File: config.mk
export PLATFORM = sky130hd
export DESIGN_NAME = keypad_encoder
export DESIGN_NICKNAME = d
export VERILOG_FILES = /design/src/rtl/keypad_pkg.sv /design/src/rtl/keypad_debounce.sv /design/src/rtl/keypad_encoder.sv
export SDC_FILE = /design/constraint.sdc
export NUM_CORES = 1
export LEC_CHECK = 0
export ABC_CLOCK_PERIOD_IN_PS = 7400
export CORE_MARGIN = 1
export CORE_UTILIZATION = 63
export CTS_BUF_LIST = sky130_fd_sc_hd__clkbuf_2 sky130_fd_sc_hd__clkbuf_4 sky130_fd_sc_hd__clkbuf_8
export CTS_CLUSTER_DIAMETER = 50
export DETAILED_ROUTE_END_ITERATION = 10
export GPL_ROUTABILITY_DRIVEN = 0
export PLACE_DENSITY_LB_ADDON = 0.3
export SLEW_MARGIN = 10
export SYNTH_ARGS = -nofsm -noshare
export SYNTH_HDL_FRONTEND = slang
export SYNTH_SLANG_ARGS = --single-unit
File: constraint.sdc
create_clock -name clk -period 7.4 [get_ports clk]
set_clock_uncertainty 0.05 [all_clocks]
set_input_delay 1.48 -clock clk [delete_from_list [all_inputs] [get_ports clk]]
set_output_delay 1.48 -clock clk [all_outputs]
set_load 0.05 [all_outputs]
File: src/rtl/keypad_pkg.sv
// Shared key-id encoding, output FSM states and key-id helpers for the keypad encoder.
package keypad_pkg;
  localparam logic [3:0] KEY_STAR = 4'd10;
  localparam logic [3:0] KEY_HASH = 4'd11;
  localparam logic [3:0] KEY_NONE = 4'd15;

  typedef enum logic [1:0] {ST_IDLE, ST_HELD, ST_GAP} state_e;

  // Lock-bus code: digit d -> d+1, anything else -> 0.
  function automatic logic [3:0] key_code(input logic [3:0] id);
    return (id <= 4'd9) ? id + 4'd1 : 4'd0;
  endfunction

  // Key id at (row, col); bottom row is *, 0, #.
  function automatic logic [3:0] key_at(input logic [1:0] row, input logic [1:0] col);
    if (row != 2'd3) return {2'b00, row} * 4'd3 + {2'b00, col} + 4'd1;
    case (col)
      2'd0:    return KEY_STAR;
      2'd1:    return 4'd0;
      default: return KEY_HASH;
    endcase
  endfunction
endpackage

File: src/rtl/keypad_debounce.sv
// Accepts a per-scan candidate once it has repeated for DEBOUNCE consecutive scans.
module keypad_debounce
  import keypad_pkg::*;
#(
  parameter int DEBOUNCE = 4
) (
  input  logic       clk,
  input  logic       resetN,
  input  logic       scan_end,
  input  logic [3:0] cand,
  output logic [3:0] acc_key,
  output logic       acc_stb
);
  localparam logic [3:0] STABLE_MAX = 4'(DEBOUNCE - 1);

  logic [3:0] prev_q, prev_d;
  logic [3:0] stable_q, stable_d;

  always_comb begin
    prev_d   = prev_q;
    stable_d = stable_q;
    if (scan_end) begin
      if (cand == prev_q) begin
        stable_d = (stable_q == STABLE_MAX) ? stable_q : stable_q + 4'd1;
      end else begin
        prev_d   = cand;
        stable_d = '0;
      end
    end
  end

  // Fires on every scan end while saturated, so a held key keeps being re-accepted.
  assign acc_stb = scan_end && (stable_d == STABLE_MAX);
  assign acc_key = cand;

  always_ff @(posedge clk or negedge resetN) begin
    if (!resetN) begin
      prev_q   <= KEY_NONE;
      stable_q <= '0;
    end else begin
      prev_q   <= prev_d;
      stable_q <= stable_d;
    end
  end
endmodule

File: src/rtl/keypad_encoder.sv
// 3x4 keypad scanner with debounce and a display FSM that forces a one-scan blank between keys.
module keypad_encoder
  import keypad_pkg::*;
#(
  parameter int SCAN_DIV = 4,
  parameter int DEBOUNCE = 4
) (
  input  logic       clk,
  input  logic       resetN,
  input  logic [3:0] rows,
  output logic [2:0] cols,
  output logic [3:0] keyCode,
  output logic       starKey,
  output logic       hashKey
);
  localparam logic [7:0] DIV_LAST = 8'(SCAN_DIV - 1);
  localparam logic [9:0] GAP_LAST = 10'(3 * SCAN_DIV - 1);

  logic [7:0] div_q, div_d;
  logic [1:0] col_q, col_d;
  logic [1:0] cnt_q, cnt_d;
  logic [3:0] key_q, key_d;
  logic       last, scan_end;
  logic [3:0] cand, acc_key, gap_key;
  logic       acc_stb;

  state_e     state_q;
  logic [3:0] held_q, pend_q;
  logic [9:0] gap_q;

  always_comb begin
    last     = (div_q == DIV_LAST);
    scan_end = last && (col_q == 2'd2);
    div_d    = last ? 8'd0 : div_q + 8'd1;
    col_d    = col_q;
    cnt_d    = cnt_q;
    key_d    = key_q;
    if (last) begin
      col_d = (col_q == 2'd2) ? 2'd0 : col_q + 2'd1;
      // Column 0 starts a fresh scan; count saturates at 2 (= "two or more").
      cnt_d = (col_q == 2'd0) ? 2'd0 : cnt_q;
      key_d = (col_q == 2'd0) ? KEY_NONE : key_q;
      for (int r = 0; r < 4; r++) begin
        if (!rows[r]) begin
          if (cnt_d != 2'd2) cnt_d = cnt_d + 2'd1;
          key_d = key_at(2'(r), col_q);
        end
      end
    end
    cand    = (cnt_d == 2'd1) ? key_d : KEY_NONE;
    gap_key = (acc_stb && acc_key != KEY_NONE) ? acc_key : pend_q;
  end

  assign cols = ~(3'b001 << col_q);

  always_ff @(posedge clk or negedge resetN) begin
    if (!resetN) begin
      div_q <= '0;
      col_q <= '0;
      cnt_q <= '0;
      key_q <= KEY_NONE;
    end else begin
      div_q <= div_d;
      col_q <= col_d;
      cnt_q <= cnt_d;
      key_q <= key_d;
    end
  end

  keypad_debounce #(.DEBOUNCE(DEBOUNCE)) u_debounce (
    .clk     (clk),
    .resetN  (resetN),
    .scan_end(scan_end),
    .cand    (cand),
    .acc_key (acc_key),
    .acc_stb (acc_stb)
  );

  always_ff @(posedge clk or negedge resetN) begin
    if (!resetN) begin
      state_q <= ST_IDLE;
      held_q  <= KEY_NONE;
      pend_q  <= KEY_NONE;
      gap_q   <= '0;
      keyCode <= '0;
      starKey <= 1'b0;
      hashKey <= 1'b0;
    end else begin
      case (state_q)
        ST_IDLE: begin
          if (acc_stb && acc_key != KEY_NONE) begin
            state_q <= ST_HELD;
            held_q  <= acc_key;
            keyCode <= key_code(acc_key);
            starKey <= (acc_key == KEY_STAR);
            hashKey <= (acc_key == KEY_HASH);
          end
        end
        ST_HELD: begin
          if (acc_stb && acc_key != held_q) begin
            state_q <= (acc_key == KEY_NONE) ? ST_IDLE : ST_GAP;
            pend_q  <= acc_key;
            gap_q   <= '0;
            keyCode <= '0;
            starKey <= 1'b0;
            hashKey <= 1'b0;
          end
        end
        ST_GAP: begin
          if (acc_stb && acc_key == KEY_NONE) begin
            state_q <= ST_IDLE;
          end else if (gap_q == GAP_LAST) begin
            state_q <= ST_HELD;
            held_q  <= gap_key;
            keyCode <= key_code(gap_key);
            starKey <= (gap_key == KEY_STAR);
            hashKey <= (gap_key == KEY_HASH);
          end else begin
            gap_q  <= gap_q + 10'd1;
            pend_q <= gap_key;
          end
        end
        default: begin
          state_q <= ST_IDLE;
          keyCode <= '0;
          starKey <= 1'b0;
          hashKey <= 1'b0;
        end
      endcase
    end
  end
endmodule

==> results.sh <==
export IMPL_crit_required_ns=7.53
export IMPL_cts_resized=0
export IMPL_hold_class="reg -> reg"
export IMPL_r2r_end="keyCode[1]"
export IMPL_min_to="div_q[7]"
export IMPL_critPathLaunchType="input pin"
export IMPL_fin_nets=452
export IMPL_yosysUniqueCellTypes=80
export IMPL_final_antenna_net_count=0
export IMPL_numCtsBuffers=5
export IMPL_syn_avg_cell_area_um2=8.77
export IMPL_drt_wl_total_mm=8.27
export IMPL_r2r_start="col_q[0]"
export IMPL_synthArstFlopShare_pct=100
export IMPL_synth_mux_area_share_pct=2.01
export IMPL_cts_path_max_buffers=2
export IMPL_clock_latency_ns=0.31
export IMPL_period_share_pct=91.3
export IMPL_cp_end_kind="flip-flop"
export IMPL_vdd_drop_max_mv=0.188
export IMPL_drt_initial_drc_count=158
export IMPL_syn2layout_area_growth_pct=8.11
export IMPL_mostFrequentLayoutCell="nor2_1"
export IMPL_syn_num_nets=443
export IMPL_cts_htree_levels=2
export IMPL_worst_slack_ns=0.644
export IMPL_fin_total_pwr_w=0.000946
export IMPL_synth_xor_area_share_pct=5.25
export IMPL_r2r_slack_ns=1.19
export IMPL_outcome="finished clean"
export IMPL_post_place_ws_ns=0.482
export IMPL_dp_hpwl_mm=6.06
export IMPL_tightest_slew_ns=0.784
export IMPL_synth_top_flop_cell="dfrtp_1"
export IMPL_final_max_slew_viol_count=0
export IMPL_worstHoldPathCells=1
export IMPL_cts_hold_buf=0
export IMPL_finish_utilization_pct=71.2
export IMPL_cap_violations=0
export IMPL_yosys_area_share_adder_pct=6.13
export IMPL_core_area_um2=5570
export IMPL_place_area_um2=3850
export IMPL_antenna_found_initial=0
export IMPL_grt_max_degree=51
export IMPL_maxSlewHeadroom_pct=47.8
export IMPL_slowest_stage="clkdlybuf4s50_1"
export IMPL_synth_compound_area_share_pct=24.8
export IMPL_grt_overflow_total=0
export IMPL_synthSimpleGateAreaFrac_pct=22.5
export IMPL_dieArea_um2=6140
export IMPL_io_pins=15
export IMPL_grt_pass1_vias=3149
export IMPL_dieHeight_um=78.4
export IMPL_insertedDiodeCount=0
export IMPL_synth_seq_cells=50
export IMPL_die_x_um=78.4
export IMPL_port_buffers=14
export IMPL_syn_inst=419
export IMPL_routed_via_density=6.36
export IMPL_cpPeakStageDelay_ns=0.84
export IMPL_cts_sinks=50
export IMPL_synth_edf_count=0
export IMPL_cts_setup_buffers=0
export IMPL_setup_viol=0
export IMPL_min_period_ns=6.76
export IMPL_p_per_area_nw_per_um2=238
export IMPL_yosysSeqAreaShare_pct=34.6
export IMPL_synth_top_family_by_area="compound AO/OA/AOI/OAI gates"
export IMPL_cts_tree="yes"
export IMPL_cts_clk_slew_worst_paths_ns=0.10
export IMPL_path_max_fanout=20
export IMPL_crit_arrival_ns=6.88
export IMPL_crit_type="in -> reg"
export IMPL_grt_pass1_wl_mm=14.1
export IMPL_yosys_warnings=0
export IMPL_drtPass1Iterations=4
export IMPL_num_rows=27
export IMPL_vias=3185
export IMPL_rsz0062_at_grt="false"
export IMPL_drive_gt1_share_pct=11.4
export IMPL_finalSetupTns_ns=0
export IMPL_leakage_nw=1.59
export IMPL_hold_viol=0
export IMPL_cts_root_buffer="clkbuf_8"
export IMPL_fmax_ghz=0.148
export IMPL_worst_r2r_cell_count=28
export IMPL_grt_usage_pct=28.6
export IMPL_layout_common_cells="nor2_1, nand2_1, dfrtp_1, inv_1, o21ai_0"
export IMPL_post_drt_wl_per_cell_um=16.5
export IMPL_final_area_um2=3970
export IMPL_initial_core_util_pct=65.9
export IMPL_drc=0
export IMPL_synth_area_um2=3670
export IMPL_worst_hold_startpoint="div_q[7]"
kinds of logic (layout without fill, tap and decap cells):
group,count (synthesis),in the layout
adder cells (fa/ha/maj),18,18
buffers and inverters,43,53
AND/OR/NAND/NOR,160,160
AO/OA/AOI/OAI,119,119
XOR/XNOR,22,22
flip-flops,50,50
multiplexers,7,7
critical path: cells and delay by family:
family          cells  cell delay (ns)
simple gates        7             1.19
compound gates     10             2.23
buf+inv             5             1.34
fa+ha+maj           3             0.62
per-layer routing:
layer  routed length [µm]  track usage [%]  vias up  share of wire [%]
met4                  197             12.0        0                2.4
met1                 3660             35.9     1519                 44
li1                     -                -     1539                  -
met5                    0                0        -                  0
met3                  403             4.42       21                4.9
met2                 4000             49.0      106                 48
synth_stat cells, drive strengths merged, types with 4 or more instances:
master / count / area (µm²)
nand3: 12 / 65.1
a211oi: 10 / 75.1
o21a: 4 / 30.0
o21ai: 26 / 130
inv: 27 / 101
nor3: 10 / 55.1
and3: 5 / 31.3
o22a: 5 / 45.0
and2: 5 / 31.3
clkbuf: 10 / 37.5
xor2: 4 / 35.0
nor2: 45 / 179
a21oi: 17 / 85.1
dfrtp: 34 / 851
xnor2: 18 / 158
nor4: 4 / 31.3
or2: 5 / 31.3
nand2b: 6 / 37.5
nor2b: 9 / 56.3
buf: 6 / 36.3
mux2i: 4 / 40.0
o31ai: 5 / 42.5
nand2: 36 / 135
a31oi: 5 / 31.3
nand4: 4 / 25.0
o22ai: 5 / 31.3
ha: 18 / 225
dfstp: 16 / 420
or3: 6 / 37.5
registers in the layout (all words and copies together) (netlist names):
signal,flops
cnt_q,2
hashKey,1
div_q,8
held_q,4
col_q,2
state_q,2
gap_q,10
u_debounce.stable_q,4
keyCode,4
pend_q,4
key_q,4
u_debounce.prev_q,4
starKey,1
through the flow:
| stage | cells | hold WS (ns) |
|---|---|---|
| after global placement | 493 | 0.409 |
| final | 501 | 0.426 |
| after global routing | 501 | 0.442 |
| after floorplan | 419 | 0.388 |
| after CTS | 501 | 0.429 |
| after detailed placement | 493 | 0.413 |
worst max-delay path by stage:
stage	from	endpoint	slack, ns
2_1_floorplan	rows[0]	keyCode[1]	1.53
3_3_place_gp	rows[0]	keyCode[1]	0.69
3_5_place_dp	rows[0]	keyCode[1]	0.48
4_1_cts	rows[0]	keyCode[1]	0.76
5_1_grt	rows[0]	keyCode[1]	0.16
6_report	rows[0]	keyCode[1]	0.64
area by class of cell:
type	count	area [µm²]
Inverter	27	101
Clock inverter	3	47.5
Timing Repair Buffer	18	165
Sequential cell	50	1270
Clock buffer	5	68.8
Multi-Input combinational cell	326	2230
Tap cell	72	90.1
Fill cell	431	1600
power by group:
group / internal, W / switching [W] / total, W / leakage [nW]
Sequential: 0.000331 / 0.0000505 / 0.000381 / 0.627
Clock: 0.000103 / 0.0000987 / 0.000202 / 0.0591
Combinational: 0.000132 / 0.000231 / 0.000363 / 0.903
Total: 0.000566 / 0.000380 / 0.000946 / 1.59
No activity file was read; power rests on OpenSTA's default activity.
